$ cat config.mk
export PLATFORM = sky130hd
export DESIGN_NAME = muldiv_unit
export DESIGN_NICKNAME = d
export VERILOG_FILES = /design/src/rtl/muldiv_unit.sv
export SDC_FILE = /design/constraint.sdc
export NUM_CORES = 1
export LEC_CHECK = 0
export ABC_AREA = 1
export CAP_MARGIN = 5
export CORE_UTILIZATION = 30
export CTS_CLUSTER_SIZE = 8
export DETAILED_ROUTE_END_ITERATION = 16
export PLACE_DENSITY_LB_ADDON = 0.05
export SYNTH_ARGS = -nofsm -noshare
export SYNTH_HDL_FRONTEND = slang
export SYNTH_SLANG_ARGS = --single-unit
$ cat constraint.sdc
create_clock -name clk -period 5.75 [get_ports clk]
set_clock_uncertainty 0.15 [all_clocks]
set_input_delay 0.575 -clock clk [delete_from_list [all_inputs] [get_ports clk]]
set_output_delay 0.575 -clock clk [all_outputs]
set_load 0.05 [all_outputs]
$ cat src/rtl/muldiv_unit.sv
// muldiv_unit
// Iterative multiply/divide unit attached to the EX stage. It owns the HI/LO
// registers, runs one radix-2 step per cycle over operand magnitudes, and
// fixes up signs when the result is written.
//
// Ports:
//   clk     rising-edge clock
//   reset   asynchronous, active-low reset
//   startE  begin operation opE this cycle (suppressed by flushE)
//   flushE  EX flush
//   opE     00 mult, 01 multu, 10 div, 11 divu
//   srcAE   multiplicand / dividend
//   srcBE   multiplier / divisor
//   hiweW   mthi write (only while not busy)
//   loweW   mtlo write (only while not busy)
//   wdataW  mthi/mtlo data
//   abort   cancel an in-flight operation
//   busy    operation in progress
//   done    one-cycle pulse, HI/LO hold the new result
//   hi, lo  HI and LO registers
//
// Optional build macro MULDIV_FAST_MUL_EN: mult/multu complete through a
// combinational multiplier in a single edge and never raise busy. Division
// stays iterative either way.

module muldiv_unit #(
  parameter int WIDTH = 32
) (
  input  logic             clk,
  input  logic             reset,
  input  logic             startE,
  input  logic             flushE,
  input  logic [1:0]       opE,
  input  logic [WIDTH-1:0] srcAE,
  input  logic [WIDTH-1:0] srcBE,
  input  logic             hiweW,
  input  logic             loweW,
  input  logic [WIDTH-1:0] wdataW,
  input  logic             abort,
  output logic             busy,
  output logic             done,
  output logic [WIDTH-1:0] hi,
  output logic [WIDTH-1:0] lo
);

  localparam int CW = $clog2(WIDTH);

  typedef enum logic [1:0] {IDLE, RUN, FIN} state_t;

  state_t state, state_next;

  // Working registers. For multiply, {acc, q} is the shifting product with m
  // the multiplicand magnitude. For divide, acc is the partial remainder, q
  // shifts the dividend out and the quotient in, and m is the divisor.
  logic [WIDTH-1:0] acc, q, m, a_raw;
  logic [CW-1:0]    cnt;
  logic             is_div, neg_q, neg_r, div_zero;

  logic             start_ok, load, finish, fast_start, last;
  logic             op_signed;
  logic [WIDTH-1:0] mag_a, mag_b;

  logic [WIDTH:0]   mul_sum, shifted, diff;
  logic [WIDTH-1:0] acc_step, q_step, quo, rem;
  logic [2*WIDTH-1:0] prod_mag, result;

  function automatic logic [WIDTH-1:0] magnitude(input logic [WIDTH-1:0] v,
                                                 input logic is_signed);
    return (is_signed && v[WIDTH-1]) ? -v : v;
  endfunction

  assign op_signed = ~opE[0];
  assign mag_a     = magnitude(srcAE, op_signed);
  assign mag_b     = magnitude(srcBE, op_signed);
  assign start_ok  = startE & ~flushE & (state != RUN);
  assign last      = (cnt == CW'(WIDTH - 1));

`ifdef MULDIV_FAST_MUL_EN
  logic [2*WIDTH-1:0] fast_mag, fast_prod;
  assign fast_start = ~opE[1];
  assign fast_mag   = {{WIDTH{1'b0}}, mag_a} * {{WIDTH{1'b0}}, mag_b};
  assign fast_prod  = (op_signed & (srcAE[WIDTH-1] ^ srcBE[WIDTH-1])) ? -fast_mag : fast_mag;
`else
  assign fast_start = 1'b0;
`endif

  always_ff @(posedge clk or negedge reset) begin
    if (!reset) state <= IDLE;
    else        state <= state_next;
  end

  // A start accepted from FIN chains straight into the next operation; a fast
  // multiply goes directly to FIN because its result is written on the start edge.
  always_comb begin
    state_next = state;
    busy       = 1'b0;
    done       = 1'b0;
    load       = 1'b0;
    finish     = 1'b0;
    case (state)
      IDLE: begin
        if (start_ok) begin
          load       = 1'b1;
          state_next = fast_start ? FIN : RUN;
        end
      end
      RUN: begin
        busy = 1'b1;
        if (abort) begin
          state_next = IDLE;
        end else if (div_zero || last) begin
          finish     = 1'b1;
          state_next = FIN;
        end
      end
      FIN: begin
        done = 1'b1;
        if (start_ok) begin
          load       = 1'b1;
          state_next = fast_start ? FIN : RUN;
        end else begin
          state_next = IDLE;
        end
      end
      default: state_next = IDLE;
    endcase
  end

  // One radix-2 step. The divide trial subtraction borrows into bit WIDTH
  // exactly when the shifted remainder is smaller than the divisor.
  always_comb begin
    mul_sum  = '0;
    shifted  = '0;
    diff     = '0;
    acc_step = acc;
    q_step   = q;
    if (is_div) begin
      shifted = {acc, q[WIDTH-1]};
      diff    = shifted - {1'b0, m};
      if (!diff[WIDTH]) begin
        acc_step = diff[WIDTH-1:0];
        q_step   = {q[WIDTH-2:0], 1'b1};
      end else begin
        acc_step = shifted[WIDTH-1:0];
        q_step   = {q[WIDTH-2:0], 1'b0};
      end
    end else begin
      mul_sum  = {1'b0, acc} + (q[0] ? {1'b0, m} : {(WIDTH+1){1'b0}});
      acc_step = mul_sum[WIDTH:1];
      q_step   = {mul_sum[0], q[WIDTH-1:1]};
    end
  end

  // Final result comes from the last step's outputs so HI/LO land on the same
  // edge that leaves RUN. most-negative / -1 needs no special case: the
  // magnitude quotient is already the most-negative bit pattern.
  always_comb begin
    prod_mag = {acc_step, q_step};
    quo      = neg_q ? -q_step : q_step;
    rem      = neg_r ? -acc_step : acc_step;
    if (div_zero)    result = {a_raw, {WIDTH{1'b1}}};
    else if (is_div) result = {rem, quo};
    else             result = neg_q ? -prod_mag : prod_mag;
  end

  // mthi/mtlo are applied after any result write so they win in FIN and on a
  // fast-multiply start edge; they are blocked only while RUN.
  always_ff @(posedge clk or negedge reset) begin
    if (!reset) begin
      acc      <= '0;
      q        <= '0;
      m        <= '0;
      a_raw    <= '0;
      cnt      <= '0;
      is_div   <= 1'b0;
      neg_q    <= 1'b0;
      neg_r    <= 1'b0;
      div_zero <= 1'b0;
      hi       <= '0;
      lo       <= '0;
    end else begin
      if (load) begin
        acc      <= '0;
        cnt      <= '0;
        is_div   <= opE[1];
        a_raw    <= srcAE;
        m        <= opE[1] ? mag_b : mag_a;
        q        <= opE[1] ? mag_a : mag_b;
        neg_q    <= op_signed & (srcAE[WIDTH-1] ^ srcBE[WIDTH-1]);
        neg_r    <= op_signed & srcAE[WIDTH-1];
        div_zero <= opE[1] & (srcBE == '0);
      end else if (state == RUN) begin
        acc <= acc_step;
        q   <= q_step;
        cnt <= cnt + 1'b1;
      end
      if (finish) {hi, lo} <= result;
`ifdef MULDIV_FAST_MUL_EN
      if (load && fast_start) {hi, lo} <= fast_prod;
`endif
      if (!busy) begin
        if (hiweW) hi <= wdataW;
        if (loweW) lo <= wdataW;
      end
    end
  end

endmodule

==> results_tabular.tex <==
\begin{tabular}{lr}
\hline
Metric & Value \\
\hline
\multicolumn{2}{l}{\textbf{Outcome}} \\
Outcome & finished, final reports clean \\
\multicolumn{2}{l}{\textbf{Finish}} \\
Fraction of final layout cells sized beyond drive strength 1 & 6.23\% \\
Final core utilization & 36.1\% \\
Area Overhead vs Synth & 18.5\% \\
Final Instance Area & 22,400 µm² \\
Layout net count & 3,350 \\
Final instance count without filler cells & 4,017 \\
\multicolumn{2}{l}{\textbf{Clock network}} \\
Clock transition at the registers of the reported paths & 0.06 ns \\
Num CTS Buffers & 30 \\
Number of levels the H-tree was split into & 1 \\
Clock latency on the worst-skew pair & 0.59 ns \\
Clock Sinks & 203 \\
\# Post-CTS Setup Buffers & 0 \\
Root Buffer & sky130\_fd\_sc\_hd\_\_clkbuf\_16 \\
Clock buffer depth & 3 \\
TritonCTS clock tree & done \\
\multicolumn{2}{l}{\textbf{Place}} \\
Placed Instance Area & 21,500 µm² \\
Port bufs & 170 \\
Gpl congestion & 0.991 \\
DP Cell Count & 3,977 \\
HPWL Detailed & 81,300 µm \\
\multicolumn{2}{l}{\textbf{Floorplan}} \\
Initial standard-cell utilization of the core & 30.5\% \\
Die area & 63,900 µm² \\
Row count & 91 \\
Top-level I/O count & 171 \\
Die X-Extent & 253 µm \\
Chip Height & 253 µm \\
Core area & 61,900 µm² \\
\multicolumn{2}{l}{\textbf{Critical path}} \\
Category of the worst setup path capture point & register \\
Worst Setup Start Kind & register \\
Worst flop-to-flop path endpoint & hi[22]\$\_DFF\_PN0\_ \\
Register-to-register setup slack & 0.40 ns \\
Critical path peak fanout & 5 \\
Register-to-Register Path Depth & 36 \\
Largest stage delay on the critical path & 0.42 ns \\
Type of the worst setup path & reg -> reg \\
Reg-to-reg critical path startpoint & q[31]\$\_DFFE\_PN0P\_ \\
Most Frequent Cell on Critical Path & sky130\_fd\_sc\_hd\_\_nand2\_1 \\
Master of the slowest instance on the critical path & sky130\_fd\_sc\_hd\_\_fa\_1 \\
Arrival @ worst endpoint & 5.71 ns \\
Required time of the critical path & 6.11 ns \\
\multicolumn{2}{l}{\textbf{Timing}} \\
Transition time at the pin with the least slew margin & 1.10 ns \\
Aggregate negative setup slack & 0 ns \\
Highest clock frequency the design can meet & 0.187 GHz \\
Final Cycle Share & 93.1\% \\
RSZ-0062 raised after global routing & false \\
Final worst path period need & 5.35 ns \\
Final-report max-slew violation count & 0 \\
Number of hold violations in the final report & 0 \\
Setup violators final & 0 \\
Headroom to the max-slew limit & 26.4\% \\
\multicolumn{2}{l}{\textbf{Power and ir drop}} \\
Static leakage & 0.0111 µW \\
Total power consumption of the routed design & 11,800 µW \\
IR drop worst, VDD & 0.237 mV \\
Ratio of total power to cell area & 527 nW/µm² \\
\multicolumn{2}{l}{\textbf{Min path}} \\
Endpoint, Worst Hold & cnt[3]\$\_DFFE\_PN0P\_ \\
Worst hold path startpoint & cnt[3]\$\_DFFE\_PN0P\_ \\
Tightest Hold Check Type & reg -> reg \\
Depth of the worst hold-timing path & 1 \\
\multicolumn{2}{l}{\textbf{Logic synthesis}} \\
FF+latch count, synth & 203 \\
Syn Nets & 3,220 \\
Post-synth EDFFs & 0 \\
Number of distinct standard cells referenced by the synthesized netlist & 57 \\
Post-synthesis cell count & 3,043 \\
Top FF cell, synth & sky130\_fd\_sc\_hd\_\_dfrtp\_1 \\
Mean cell area of the mapped netlist & 6.21 µm² \\
Synthesized area & 18,900 µm² \\
Sequential-to-total area share from yosys stat & 26.9\% \\
Count of synthesis-stage warnings from yosys & 0 \\
Share of synthesized registers carrying an async set or reset & 100\% \\
\multicolumn{2}{l}{\textbf{Run}} \\
Reported max-cap violation count & 0 \\
\multicolumn{2}{l}{\textbf{Global route}} \\
Initial antenna violation count & 5 \\
Overall overflow remaining after global route & 0 \\
Via count of the first global-routing pass & 20,400 \\
Tot GR Track Use & 30.8\% \\
Maximum number of pins on one net before global-route repair & 78 \\
Wire length of the first global-routing pass & 143,000 µm \\
\multicolumn{2}{l}{\textbf{Detailed routing}} \\
Routed len/inst & 24.8 µm \\
Via total after detailed routing & 21,400 \\
Post-Route WL & 99,600 µm \\
Vias per cell & 5.34 \\
Number of detailed-routing iterations run before antenna repair & 5 \\
DRC violation count after routing & 0 \\
Remaining antenna violation count & 0 \\
DRT iter0 DRCs & 2,255 \\
\hline
\end{tabular}
-- synthesized netlist by cell type (15+ instances only) --
cell type | count | area [µm²]
sky130_fd_sc_hd__nand4_1 | 25 | 156
sky130_fd_sc_hd__inv_2 | 16 | 60.1
sky130_fd_sc_hd__nor2_2 | 18 | 113
sky130_fd_sc_hd__nor2_1 | 363 | 1360
sky130_fd_sc_hd__a21oi_1 | 239 | 1200
sky130_fd_sc_hd__o22ai_1 | 29 | 181
sky130_fd_sc_hd__xor2_1 | 68 | 596
sky130_fd_sc_hd__nand2_2 | 23 | 144
sky130_fd_sc_hd__xnor2_1 | 15 | 131
sky130_fd_sc_hd__ha_1 | 70 | 876
sky130_fd_sc_hd__o21ai_0 | 175 | 876
sky130_fd_sc_hd__o211ai_1 | 28 | 210
sky130_fd_sc_hd__o221ai_1 | 28 | 245
sky130_fd_sc_hd__nand3_1 | 186 | 931
sky130_fd_sc_hd__inv_1 | 398 | 1490
sky130_fd_sc_hd__clkbuf_1 | 83 | 312
sky130_fd_sc_hd__a22oi_1 | 29 | 218
sky130_fd_sc_hd__nand3b_1 | 19 | 143
sky130_fd_sc_hd__nor3_1 | 34 | 170
sky130_fd_sc_hd__dfrtp_1 | 203 | 5080
sky130_fd_sc_hd__nand2_1 | 840 | 3150
-- critical path, delay by kind of cell, from the launching register on --
family	cells	cell delay, ns
DFF	1	0.38
and+or+nand+nor	26	3.13
adders and majority gates	3	0.82
AOI/OAI and AO/OA	2	0.26
buffers and inverters	5	0.51
-- state kept, by name, indices dropped and copies added (netlist names) --
register and cells:
a_raw 32, state 2, div_zero 1, cnt 5
acc 32, neg_q 1, q 32, neg_r 1
is_div 1, m 32, hi 32, lo 32
-- layout make-up --
type | count | area (µm²)
flip-flops and latches | 203 | 5080
inverters | 417 | 1570
multi-input cells | 2309 | 11800
clock buffers | 36 | 813
fillers | 6924 | 39600
clock inverters | 2 | 46.3
repair buffers | 212 | 2040
well taps | 837 | 1050
diodes | 1 | 2.50
-- cell usage in the layout, fill, tap and decap left out, drive strengths merged, types with 5 or more instances in the layout --
cell type	netlist	layout
nor3	36	36
nand2	868	868
o31ai	11	11
nand3b	20	20
ha	70	70
a21o	6	6
clkbuf	83	36
a21oi	251	251
or2	10	10
dfrtp	203	203
a22oi	29	29
xnor2	15	15
clkdlybuf4s50	0	169
o211ai	28	28
nor2	388	388
o221ai	28	28
o21a	6	6
o22ai	29	29
nand4	25	25
o21ai	193	193
nand3	195	195
xor2	68	68
buf	31	42
o21bai	7	7
a31oi	5	5
inv	414	414
-- repair_timing --
action                                 4_1_cts  5_1_grt
setup endpoints to repair                    0       12
gates resized for setup                      0        7
endpoints found under the hold margin       74        0
hold buffers                                 1        0
-- metal layers --
layer,wire (µm),GRT usage (%),vias up
li1,-,-,10100
met1,46100,44.1,10300
met2,43100,47.1,836
met3,6230,3.70,130
met4,4080,11.4,4
met5,27,0,-
-- worst max path at each step --
stage / slack [ns] / from / cells past startpoint / to
final: 0.40 / q[31]$_DFFE_PN0P_ / 36 / hi[22]$_DFF_PN0_
after global routing: 0.03 / q[31]$_DFFE_PN0P_ / 36 / hi[30]$_DFF_PN0_
after CTS: 0.29 / q[31]$_DFFE_PN0P_ / 35 / hi[14]$_DFF_PN0_
after detailed placement: 0.33 / q[31]$_DFFE_PN0P_ / 35 / hi[14]$_DFF_PN0_
after global placement: 0.42 / q[31]$_DFFE_PN0P_ / 35 / hi[14]$_DFF_PN0_
after floorplan: 1.49 / q[31]$_DFFE_PN0P_ / 35 / hi[14]$_DFF_PN0_
-- report_power, final --
part | internal (µW) | switching (µW) | total, µW
Clock | 1020 | 709 | 1720
Combinational | 2250 | 5630 | 7890
Sequential | 1800 | 380 | 2180
-- cell families after synthesis --
family / after synthesis / share of synthesized area (%)
and+or+nand+nor: 1548 / 34.7
adders and majority gates: 72 / 4.85
buffers and inverters: 531 / 11.0
xor gates and xnor gates: 83 / 3.85
AOI/OAI and AO/OA: 606 / 18.6
DFF: 203 / 26.9
-- per-stage QoR --
step	hold WS (ns)	setup WS (ns)
2_1_floorplan	0.129	1.49
3_3_place_gp	0.309	0.418
3_5_place_dp	0.316	0.325
4_1_cts	0.321	0.295
5_1_grt	0.360	0.0263
6_report	0.315	0.397
No activity file was read; power rests on OpenSTA's default activity.
